$ cat src/rtl/lda_cmd_sequencer.sv
`default_nettype none
// ----------------------------------------------------------------------------
// lda_cmd_sequencer: FIFO-buffered go/done initiator for the line-drawing engine.
// Optional watchdog: define LDA_CMD_SEQUENCER_TIMEOUT_EN.  Rev 1.0
// ----------------------------------------------------------------------------
module lda_cmd_sequencer #(
  parameter int DEPTH          = 4,
  parameter int COLOR_W        = 3,
  parameter int CNT_W          = 16,
  parameter int TIMEOUT_CYCLES = 131072
) (
  input  logic               clock,
  input  logic               reset_n,
  input  logic               cmd_valid,
  output logic               cmd_ready,
  input  logic [8:0]         cmd_x0,
  input  logic [7:0]         cmd_y0,
  input  logic [8:0]         cmd_x1,
  input  logic [7:0]         cmd_y1,
  input  logic [COLOR_W-1:0] cmd_color,
  input  logic               flush,
  output logic               lda_go,
  output logic [8:0]         lda_x0,
  output logic [7:0]         lda_y0,
  output logic [8:0]         lda_x1,
  output logic [7:0]         lda_y1,
  output logic [COLOR_W-1:0] lda_color,
  input  logic               lda_done,
  output logic               busy,
  output logic [CNT_W-1:0]   lines_done,
  output logic               timeout_err,
  input  logic               err_clr
);

  localparam int PTR_W = (DEPTH > 1) ? $clog2(DEPTH) : 1;
  localparam int OCC_W = PTR_W + 1;
  localparam int ENT_W = 34 + COLOR_W;
  localparam logic [OCC_W-1:0] FULL_CNT = OCC_W'(DEPTH);

  typedef enum logic [1:0] {
    IDLE         = 2'd0,
    WAIT_DONE    = 2'd1,
    WAIT_RELEASE = 2'd2
  } state_t;

  state_t             state_q, state_d;
  logic [ENT_W-1:0]   mem_q [DEPTH];
  logic [PTR_W-1:0]   wr_ptr_q, rd_ptr_q;
  logic [OCC_W-1:0]   count_q;
  logic               push, pop, to_hit;
  logic [ENT_W-1:0]   eng_q;
  logic [CNT_W-1:0]   lines_done_q;

  assign cmd_ready = (count_q != FULL_CNT);
  assign push      = cmd_valid & cmd_ready & ~flush;

  // Storage needs no reset: occupancy is tracked solely by count_q.
  always_ff @(posedge clock) begin
    if (push) mem_q[wr_ptr_q] <= {cmd_x0, cmd_y0, cmd_x1, cmd_y1, cmd_color};
  end

  always_ff @(posedge clock or negedge reset_n) begin
    if (!reset_n) begin
      wr_ptr_q <= '0;
      rd_ptr_q <= '0;
      count_q  <= '0;
    end else if (flush) begin
      wr_ptr_q <= '0;
      rd_ptr_q <= '0;
      count_q  <= '0;
    end else begin
      if (push) wr_ptr_q <= wr_ptr_q + 1'b1;
      if (pop)  rd_ptr_q <= rd_ptr_q + 1'b1;
      case ({push, pop})
        2'b10:   count_q <= count_q + 1'b1;
        2'b01:   count_q <= count_q - 1'b1;
        default: count_q <= count_q;
      endcase
    end
  end

  always_ff @(posedge clock or negedge reset_n) begin
    if (!reset_n) state_q <= IDLE;
    else          state_q <= state_d;
  end

  always_comb begin
    state_d = state_q;
    pop     = 1'b0;
    unique case (state_q)
      IDLE: begin
        if ((count_q != '0) && !flush) begin
          pop     = 1'b1;
          state_d = WAIT_DONE;
        end
      end
      WAIT_DONE:    if (lda_done || to_hit) state_d = WAIT_RELEASE;
      WAIT_RELEASE: if (!lda_done) state_d = IDLE;
      default:      state_d = IDLE;
    endcase
  end

  // Engine-side operands latch only on the pop and then hold indefinitely.
  always_ff @(posedge clock or negedge reset_n) begin
    if (!reset_n)  eng_q <= '0;
    else if (pop)  eng_q <= mem_q[rd_ptr_q];
  end

  always_ff @(posedge clock or negedge reset_n) begin
    if (!reset_n)                               lines_done_q <= '0;
    else if ((state_q == WAIT_DONE) && lda_done) lines_done_q <= lines_done_q + 1'b1;
  end

`ifdef LDA_CMD_SEQUENCER_TIMEOUT_EN
  localparam int TO_W = (TIMEOUT_CYCLES > 2) ? $clog2(TIMEOUT_CYCLES) : 1;

  logic [TO_W-1:0] to_cnt_q;
  logic            timeout_err_q;

  assign to_hit = (state_q == WAIT_DONE) && !lda_done &&
                  (to_cnt_q == TO_W'(TIMEOUT_CYCLES - 1));

  always_ff @(posedge clock or negedge reset_n) begin
    if (!reset_n)                    to_cnt_q <= '0;
    else if (pop)                    to_cnt_q <= '0;
    else if (state_q == WAIT_DONE)   to_cnt_q <= to_cnt_q + 1'b1;
  end

  // A timeout on the same edge as err_clr leaves the error set.
  always_ff @(posedge clock or negedge reset_n) begin
    if (!reset_n)     timeout_err_q <= 1'b0;
    else if (to_hit)  timeout_err_q <= 1'b1;
    else if (err_clr) timeout_err_q <= 1'b0;
  end

  assign timeout_err = timeout_err_q;
`else
  logic unused_cfg;
  assign to_hit      = 1'b0;
  assign timeout_err = 1'b0;
  assign unused_cfg  = err_clr ^ (TIMEOUT_CYCLES == 0);
`endif

  assign lda_go     = (state_q == WAIT_DONE);
  assign busy       = (state_q != IDLE) || (count_q != '0);
  assign lines_done = lines_done_q;
  assign {lda_x0, lda_y0, lda_x1, lda_y1, lda_color} = eng_q;

endmodule
`default_nettype wire

$ cat config.mk
export PLATFORM = sky130hd
export DESIGN_NAME = lda_cmd_sequencer
export DESIGN_NICKNAME = d
export VERILOG_FILES = /design/src/rtl/lda_cmd_sequencer.sv
export SDC_FILE = /design/constraint.sdc
export NUM_CORES = 1
export LEC_CHECK = 0
export ABC_AREA = 1
export CAP_MARGIN = 30
export CORE_ASPECT_RATIO = 0.7
export CORE_MARGIN = 1.5
export CORE_UTILIZATION = 55
export DETAILED_ROUTE_END_ITERATION = 10
export GPL_TIMING_DRIVEN = 0
export PLACE_DENSITY = 0.76
export SYNTH_ARGS = -nofsm -noshare
export SYNTH_HDL_FRONTEND = slang
export SYNTH_SLANG_ARGS = --single-unit
$ cat constraint.sdc
create_clock -name clock -period 3.4 [get_ports clock]
set_input_delay 0.51 -clock clock [delete_from_list [all_inputs] [get_ports clock]]
set_output_delay 0.51 -clock clock [all_outputs]
set_load 0.02 [all_outputs]
==> results of run 1 <==
## through the flow
stage | instance area, sq um | cells | setup WS, ns
5_1_grt | 10260 | 1031 | 0.9672
3_3_place_gp | 9550 | 993 | -1.232
3_5_place_dp | 9666 | 997 | 0.7655
6_report | 10260 | 1031 | 1.057
4_1_cts | 10260 | 1031 | 1.045
2_1_floorplan | 8335 | 701 | 0.4570
## cells by family after synthesis
family,count (synthesis)
and+or+nand+nor,287
DFF,210
AOI/OAI and AO/OA,120
buffers and inverters,65
xor gates and xnor gates,12
adders and majority gates,6
other,1
## layer usage
metal	vias to the layer above	GRT usage, %	part of all wire [%]
li1	2644	-	-
met5	-	0	0
met1	2777	35.17	45
met3	33	4.721	7.6
met4	0	8.193	2.0
met2	246	37.12	46
## final cells by class
type,count,share of cell area [%]
buffer,34,1.952
clock buffer,25,5.050
clock inverter,9,0.7197
inverter,31,1.134
multi-input combinational,426,20.02
sequential,210,58.45
tap,195,2.379
timing repair buffer,101,10.30
## final timing paths
| path | to | cells past startpoint |
|---|---|---|
| setup / recovery | busy | 5 |
| hold / removal | eng_q[16]$_DFFE_PN0P_ | 1 |
| setup reg to reg | mem_q[0][20]$_DFFE_PP_ | 7 |
| hold reg to reg | eng_q[20]$_DFFE_PN0P_ | 2 |
| max in group asynchronous | eng_q[21]$_DFFE_PN0P_ | 1 |
| min in group clock | eng_q[20]$_DFFE_PN0P_ | 2 |
## critical path, stage by stage (launching register included)
cell             delay [ns]
dfrtp_1                0.42
inv_2                  0.07
nand2_2                0.12
inv_2                  0.05
nand3_1                0.06
clkdlybuf4s50_1        0.63
## synth_stat cells, drive strengths merged
cell type / instances
ha: 5
a21oi: 3
nand3: 12
o22ai: 37
fa: 1
clkbuf: 7
inv: 31
nand3b: 1
conb: 1
buf: 27
o21ai: 80
nand4: 3
nor2: 96
edfxtp: 148
nor3: 4
dfrtp: 62
xor2: 7
nand2: 171
xnor2: 5
## power by group through the flow
stage          registers [uW]  clock network, uW  logic (uW)
3_5_place_dp             3390                  0        2580
6_report                 3340               2050        2610
2_1_floorplan            3660                  0        1230
4_1_cts                  3340               2070        2610
3_3_place_gp             3380                  0        2500
5_1_grt                  3390               2160        2850
## state kept, by name, indices dropped and copies added (netlist names)
signal      flops
mem_q         148
eng_q          37
lines_done     16
count_q         3
rd_ptr_q        2
state_q         2
wr_ptr_q        2
==> impl_metrics.csv, run 1 <==
group,metric,value,unit
timing,tightest_slew,0.8535,ns
floorplanning,core-area,14770,sq um
layout,final_common_cell,"nand2_1",
synth,synth.lib_cells_used.distinct,30,
grt,grt_pass1_vias,5615,
worst_setup_path,startpoint,"state_q[0]$_DFFE_PN0P_",
timing,clock_skew,0.01709,ns
placement,gp_congestion,0.8691,
route,drtAntennaViolNets,0,
timing,max_freq,0.4267,GHz
timing,setup_viol,0,
pwr,pwr-share-comb,32.6,%
layout,regArea,5996,sq um
grt,antenna_found_initial,0,
placement,io_buffers,97,
timing,post-route-period-util,68.92,%
clock_network,cts-root-buf,"clkbuf_16",
timing,slew_headroom,43.10,%
pwr,seqPwrFrac,41.8,%
worst_setup_path,arrival,1.83,ns
clock_network,clock_latency,0.49,ns
layout,area_growth,23.06,%
timing,hold_viol_final,0,
synth,synth-compound-area-share,7.805,%
synth,ys_ff_latch,210,
pwr,power_density,779.7,nW/um^2
pwr,p_int,5290,uW
clock_network,ctsResizeCount,0,
worst_setup_path,critPathRequiredTime,2.89,ns
worst_setup_path,r2r-start,"count_q[0]$_DFFE_PN0P_",
clock_network,clockBufferDepth,3,
grt,overflow,0,
pwr,clockPowerShare,25.6,%
worst_setup_path,worstSetupEndpointType,"output pin",
synth,avgSynthCellArea,11.89,sq um
pwr,fin_total_pwr,7997,uW
timing,final-max-slew-violation-count,0,
route,dr_total_vias,5700,
grt,grt_util_all_layers,24.26,%
worst_setup_path,cp-start-kind,"flop",
synth,yosys.area_share.simple,14.17,%
layout,layout-drive-gt1-share,10.53,%
clock_network,numCtsBuffers,19,
layout,layout.nets,872,
route,drt_iter0_markers,481,
synth,yosys_warnings,0,
clock_network,cts_tree,"done",
synth,synth_top_cell_by_area,"edfxtp_1",
pwr,switching_share,33.85,%
run_status,status,"finished, final reports clean",
synth,synthXorXnorAreaFrac,1.261,%
layout,antenna_cells,0,
clock_network,cts_setup_buffers,0,
synth,yosysSeqAreaShare,71.93,%
floorplanning,die_area,15910,sq um
floorplanning,die_h,106,um
synth,muxShareOfSynthArea,0,%
route,wl_per_cell,18.26,um
timing,rsz0062_at_grt,"no",
clock_network,cts_max_level,1,
floorplanning,die_x,150.1,um
grt,grt_max_degree,63,
worst_setup_path,r2r_setup_slack,1.14,ns
layout,nFillCells,989,
clock_network,cts_sinks,210,
worst_setup_path,critPathMaxFanout,3,
timing,period_needed,2.343,ns
synth,syn-num-nets,750,
timing,worst_hold_slack,0.1123,ns
synth,synthTopCellsByArea,"edfxtp_1 53%, dfrtp_1 19%, nand2_1 7.5%",
synth,syn-cell-area,8335,sq um
worst_setup_path,crit_type,"flop to output pin",
floorplanning,io_pins,100,
pwr,ir_drop,0.0004973,V
synth,synth_fa_ha_area_share,0.9907,%
route,post-route-drc-count,0,
layout,fin_util,69.46,%
synth,synth_top_family_by_area,"simple AND/OR/NAND/NOR gates",
layout,layout_common_cells,"167 x nand2_1, 148 x edfxtp_1, 96 x clkdlybuf4s50_1, 88 x nor2_1, 72 x o21ai_0",
clock_network,holdBufCountCts,0,
timing,setup-tns-final,0,ns
hold_path,min_path_type,"primary input to asynchronous set/reset pin",
placement,dpl.hpwl,11830,um
run,maxCapViolations,0,
route,wl,18820,um
pwr,p_sw,2707,uW
route,drt-pass1-iter-count,5,
grt,grt_pass1_wl,29170,um
layout,multi_input_area,2053,sq um
pwr,leakagePower,0.004023,uW
synth,yosysTopAreaCellShare,53.32,%
floorplanning,start_util,56.44,%
route,viasPerCell,5.529,
synth,synth_cells,701,
clock_network,cts.clk_slew.worst_paths,0.06,ns
floorplanning,rows,37,
No activity file was read; power rests on OpenSTA's default activity.
==> run 2, diff against run 1 <==
CORE_UTILIZATION = 50   (was 55)
PLACE_DENSITY = 0.73   (was 0.76)
clock period = 1.92 ns   (was 3.4 ns; I/O delays follow)
==> run 2 against run 1 <==
Against the previous run: sequential power grew 77%; worst hold slack better by 0.32 ns; die area increased by 9.8%; critical path depth down 2; clock-buffer cell count up 4; sequential cell count did not move; first-iteration DRC count down 1.5%; clock power is 84% higher; core utilization decreased by 5.3 points; sequential share of layout area decreased by 1.1 points.
==> impl_metrics.csv, run 2 (synthesis results as in run 1) <==
group,metric,value,unit
grt,grt_util_all_layers,22.40,%
clock_network,clockBufferDepth,3,
layout,antenna_cells,0,
pwr,power_density,1371,nW/um^2
route,drt-pass1-iter-count,6,
route,dr_total_vias,5625,
layout,layout.nets,881,
placement,pre_cts_slack,-0.4137,ns
placement,gp_congestion,0.8140,
layout,fin_util,64.18,%
worst_setup_path,r2r_setup_slack,0.13,ns
worst_setup_path,worstSetupEndpointType,"output pin",
worst_setup_path,critPathSlowestCell,"dfrtp_2",
layout,final_common_cell,"nand2_1",
floorplanning,start_util,51.14,%
worst_setup_path,critPathMaxStageDelay,0.44,ns
clock_network,numCtsBuffers,20,
route,drt_iter0_markers,474,
layout,layout-drive-gt1-share,11.94,%
hold_path,min_path_type,"primary input to asynchronous set/reset pin",
placement,io_buffers,97,
pwr,leakagePower,0.004147,uW
clock_network,cts.clk_slew.worst_paths,0.06,ns
route,wl,18800,um
timing,post-route-period-util,98.17,%
timing,max_freq,0.5305,GHz
timing,hold_viol_final,0,
worst_setup_path,startpoint,"count_q[0]$_DFFE_PN0P_",
layout,fin_cells,1071,
clock_network,cts_tree,"done",
layout,regMostFlops,"mem_q",
worst_setup_path,critPathRequiredTime,1.63,ns
timing,setup-tns-final,0,ns
timing,period_needed,1.885,ns
layout,nFillCells,1265,
grt,grt_pass1_wl,29810,um
route,post-route-drc-count,0,
grt,antenna_found_initial,0,
route,viasPerCell,5.252,
timing,clock_skew,0.009852,ns
route,wl_per_cell,17.55,um
floorplanning,rows,39,
placement,placedCellCount,1027,
clock_network,cts_sinks,210,
layout,area_growth,25.49,%
route,drtAntennaViolNets,0,
pwr,ir_drop,0.0007272,V
worst_setup_path,r2r-start,"count_q[0]$_DFFE_PN0P_",
worst_setup_path,cp-start-kind,"flop",
worst_setup_path,arrival,1.60,ns
clock_network,cts-root-buf,"clkbuf_16",
worst_setup_path,crit_type,"flop to output pin",
clock_network,cts_max_level,1,
floorplanning,core-area,16300,sq um
clock_network,clock_latency,0.49,ns
timing,setup_viol,0,
timing,worst_hold_slack,0.4293,ns
run,maxCapViolations,0,
floorplanning,io_pins,100,
timing,slew_headroom,43.92,%
layout,largest_register_ffs,148,
floorplanning,die_area,17470,sq um
worst_setup_path,cp_cell_sequence,"nor2_4, nand3_1, dlygate4sd2_1",
run_status,status,"finished, final reports clean",
layout,layout_common_cells,"167 x nand2_1, 148 x edfxtp_1, 89 x clkdlybuf4s50_1, 87 x nor2_1, 72 x o21ai_0",
floorplanning,die_h,111.0,um
grt,grt_max_degree,63,
timing,tightest_slew,0.8412,ns
timing,setup_ws,0.03514,ns
worst_setup_path,critPathMaxFanout,4,
grt,grt_pass1_vias,5738,
grt,overflow,0,
placement,dpl.hpwl,12200,um
timing,final-max-slew-violation-count,0,
floorplanning,die_x,157.3,um
[run 2: changes by cell type in the layout (fill, tap and decap cells not counted), sizes merged]
cell / delta
dlygate4sd3: +1
dlymetal6s2s: +3
clkinv: -1
clkbuf: +4
clkdlybuf4s50: -7
buf: +7
inv: -1
dlygate4sd2: +4
[run 2: worst paths after layout]
check	end	cells after the start
worst max-delay path	busy	3
worst min-delay path	eng_q[25]$_DFFE_PN0P_	2
worst max register to register	count_q[2]$_DFFE_PN0P_	11
worst min register to register	eng_q[34]$_DFFE_PN0P_	2
max in group asynchronous	count_q[1]$_DFFE_PN0P_	2
min in group clock	mem_q[2][32]$_DFFE_PP_	1
[run 2: critical path, delay by kind of cell, from the launching register on]
kind                   cells  cell delay [ns]
buffers and inverters      1             0.34
DFF                        1             0.44
and+or+nand+nor            2             0.34
[run 2: area by class of cell]
| type | count | area [sq um] | share of cell area, % |
|---|---|---|---|
| Buffer | 34 | 200.2 | 1.914 |
| Sequential cell | 210 | 5998 | 57.34 |
| Timing Repair Buffer | 109 | 1159 | 11.08 |
| Inverter | 31 | 116.4 | 1.112 |
| Clock inverter | 7 | 61.31 | 0.5861 |
| Clock buffer | 29 | 565.5 | 5.407 |
| Multi-Input combinational cell | 426 | 2078 | 19.87 |
| Tap cell | 225 | 281.5 | 2.691 |
[run 2: power breakdown]
part / internal, uW / total [uW] / switching [uW]
sequential: 5530 / 5920 / 390
combinational: 1840 / 4660 / 2820
clock: 2180 / 3770 / 1580
[run 2: per-layer routing]
metal	global-route usage [%]	wire (um)
met1	31.86	8282
met2	35.77	8904
met3	3.909	1264
met4	6.289	348
met5	0	0
[run 2: timing repair]
action | CTS | global route
resized for setup | 4 | 8
endpoints found under the hold margin | 62 | 0
hold buffers | 1 | 0
pin swaps | 4 | 2
buffers inserted | 5 | 2
setup endpoints to repair | 107 | 5
cloned | 0 | 0
[run 2: metrics by stage]
step | area (sq um) | total power, uW
floorplan | 8373 | 8670
global placement | 9625 | 10420
detailed placement | 9711 | 10590
CTS | 10420 | 14360
global route | 10460 | 15120
finish | 10460 | 14340
==> run 3, diff against run 2 <==
ABC_AREA = unset   (was 1)
CORE_UTILIZATION = 55   (was 50)
CTS_CLUSTER_DIAMETER = 50   (was unset)
PLACE_DENSITY = 0.76   (was 0.73)
clock period = 1.8 ns   (was 1.92 ns; I/O delays follow)
==> run 3 against run 2 <==
Against the previous run: via count shrank 25%; the run now ends with negative setup slack left; sequential share of layout area shrank 0.44 points; highest routed layer unchanged; die area down 13%; register-to-register slack got worse by 0.43 ns; power up 10%; critical endpoint is now count_q[2]$_DFFE_PN0P_.
==> impl_metrics.csv, run 3 <==
group,metric,value,unit
grt,grt_util_all_layers,21.55,%
layout,regMostFlops,"mem_q",
synth,ys_ff_latch,210,
route,drt-pass1-iter-count,4,
synth,yosys_warnings,0,
clock_network,cts_max_level,1,
floorplanning,die_area,15210,sq um
worst_setup_path,reg2reg_depth,9,
floorplanning,core-area,14010,sq um
synth,yosysSeqAreaShare,75.35,%
clock_network,cts_sinks,210,
worst_setup_path,cp-start-kind,"flop",
timing,final-max-slew-violation-count,0,
timing,max_freq,0.4767,GHz
clock_network,cts_tree,"done",
layout,area_growth,32.45,%
layout,layout.nets,599,
layout,antenna_cells,0,
timing,slew_headroom,41.13,%
run_status,violations,"negative setup slack",
placement,io_buffers,97,
timing,hold_viol_final,0,
grt,grt_pass1_wl,24830,um
pwr,power_density,1501,nW/um^2
layout,largest_register_ffs,148,
floorplanning,start_util,56.81,%
floorplanning,die_x,146.8,um
hold_path,min_path_type,"primary input to flop",
timing,period_needed,2.098,ns
synth,syn-cell-area,7958,sq um
synth,synth_edf_count,148,
layout,regArea,5998,sq um
route,wl_per_cell,21.97,um
hold_path,min_to,"mem_q[1][5]$_DFFE_PP_",
route,dr_total_vias,4200,
synth,avgSynthCellArea,20.35,sq um
layout,nFillCells,781,
pwr,ir_drop,0.0008431,V
pwr,leakagePower,0.003956,uW
synth,synth_ff_type,"edfxtp_1",
synth,synth.lib_cells_used.distinct,36,
timing,setup_ws,-0.2976,ns
layout,multi_input_area,1972,sq um
layout,final_common_cell,"edfxtp_1",
floorplanning,io_pins,100,
synth,syn-num-nets,440,
route,drtAntennaViolNets,0,
timing,clock_skew,0.009981,ns
worst_setup_path,r2r_end,"count_q[2]$_DFFE_PN0P_",
grt,overflow,0,
route,drt_iter0_markers,287,
hold_path,min_from,"cmd_y1[2]",
grt,grt_pass1_vias,4477,
hold_path,holdPathStages,1,
synth,synth_top_cell_by_area,"edfxtp_1",
placement,pre_cts_slack,-0.6199,ns
clock_network,cts.clk_slew.worst_paths,0.06,ns
worst_setup_path,r2r-start,"count_q[2]$_DFFE_PN0P_",
synth,yosysTopAreaCellShare,55.85,%
synth,synth_commonest_cells,"148 x edfxtp_1, 62 x dfrtp_1, 39 x mux2_2",
layout,layout_common_cells,"148 x edfxtp_1, 74 x clkdlybuf4s50_1, 60 x dfrtp_1, 38 x mux2_2, 37 x mux4_2",
worst_setup_path,critPathMaxFanout,3,
grt,antenna_found_initial,0,
synth,synth_cells,391,
timing,tightest_slew,0.8830,ns
worst_setup_path,critPathRequiredTime,2.21,ns
floorplanning,die_h,103.6,um
floorplanning,rows,36,
clock_network,clockBufferDepth,3,
layout,fin_util,75.24,%
clock_network,cts-root-buf,"clkbuf_16",
route,viasPerCell,5.570,
layout,layout-drive-gt1-share,32.62,%
worst_setup_path,arrival,2.51,ns
run_status,status,"finished, violations left",
timing,post-route-period-util,116.5,%
timing,worst_hold_slack,0.4243,ns
worst_setup_path,worstSetupEndpointType,"flop",
worst_setup_path,r2r_setup_slack,-0.30,ns
synth,synth.most_common_cell,"edfxtp_1",
route,post-route-drc-count,0,
synth,synthArstFlopShare,29.52,%
timing,setup_viol,152,
timing,rsz0062_at_grt,"yes",
worst_setup_path,crit_type,"flop to flop",
run,maxCapViolations,0,
placement,dpl.hpwl,8459,um
route,wl,16570,um
grt,grt_max_degree,63,
synth,synthTopCellsByArea,"edfxtp_1 56%, dfrtp_1 19%, mux4_2 10%",
clock_network,numCtsBuffers,20,
placement,gp_congestion,0.7828,
clock_network,clock_latency,0.49,ns
## run 3: cell types whose count changed after synthesis, sizes merged, moves of 36 or more
| cell | before | now |
|---|---|---|
| o21ai | 80 | 0 |
| nand2 | 171 | 7 |
| o22ai | 37 | 1 |
| mux2 | 0 | 39 |
| nor2 | 96 | 12 |
| mux4 | 0 | 37 |
## run 3: per-stage QoR
stage,setup TNS [ns],instances,instance area [sq um],power (uW)
final,-14.62,754,10540,15820
after CTS,-18.67,743,10300,15620
after global placement,-179.81,678,9205,10750
after floorplan,-8.129,391,7996,9135
after global routing,-22.86,754,10540,16470
after detailed placement,-66.60,678,9203,10890
## run 3: kinds of logic (layout without fill, tap and decap cells)
| family | after synthesis | count (layout) | synth area share (%) |
|---|---|---|---|
| flops | 210 | 210 | 75.35 |
| mux | 77 | 77 | 16.12 |
| simple gates | 52 | 56 | 3.443 |
| xor+xnor | 19 | 19 | 2.091 |
| buf+inv | 19 | 188 | 1.226 |
| compound gates | 7 | 7 | 0.6919 |
| fa+ha+maj | 6 | 6 | 1.038 |
| other cells | 1 | 1 | 0.04712 |
## run 3: routing by layer
layer	share of wire [%]	GRT usage, %	vias up
met2	49	34.70	146
li1	-	-	1847
met3	6.7	4.361	29
met5	0	0	-
met1	43	30.87	2178
met4	2.1	4.906	0
## run 3: power breakdown
part           switching [uW]  internal [uW]
clock network            1740           2650
logic                    2260           2690
registers                 479           6000
total                    4480          11300
## run 3: area by class of cell
type                    instances  area share (%)
clock buffers                  25           5.318
plain buffers                  12          0.8310
well taps                     190           2.255
multi-input cells             166           18.71
repair buffers                136           14.57
inverters                       4          0.1425
flip-flops and latches        210           56.91
clock inverters                11           1.270
## run 3: how the worst max path moves through the flow
stage                                 startpoint                     end  depth (start not counted)  slack [ns]
after CTS                 count_q[2]$_DFFE_PN0P_  count_q[2]$_DFFE_PN0P_                         10       -0.36
after global placement                   reset_n  count_q[0]$_DFFE_PN0P_                          1       -2.11
final                     count_q[2]$_DFFE_PN0P_  count_q[2]$_DFFE_PN0P_                          9       -0.30
after global routing      count_q[2]$_DFFE_PN0P_  count_q[2]$_DFFE_PN0P_                          9       -0.38
after detailed placement  count_q[0]$_DFFE_PN0P_  count_q[2]$_DFFE_PN0P_                         10       -0.62
after floorplan           count_q[0]$_DFFE_PN0P_  count_q[2]$_DFFE_PN0P_                         10       -0.42
## run 3: worst max-delay path, cell delays in order, from the launching register on
cell      delay [ns]
dfrtp_1         0.42
nor3_4          0.20
nand2b_4        0.17
nor2_4          0.05
buf_8           0.12
and2_4          0.15
fa_2            0.34
a2111o_1        0.30
a21o_1          0.17
a21oi_2         0.10
## run 3: what timing repair did
action	4_1_cts	5_1_grt
hold buffers	1	0
cloned	4	5
gates resized for setup	41	27
endpoints found under the setup margin	193	182
pin swaps	10	8
buffers inserted	26	11
hold endpoints to repair	62	0
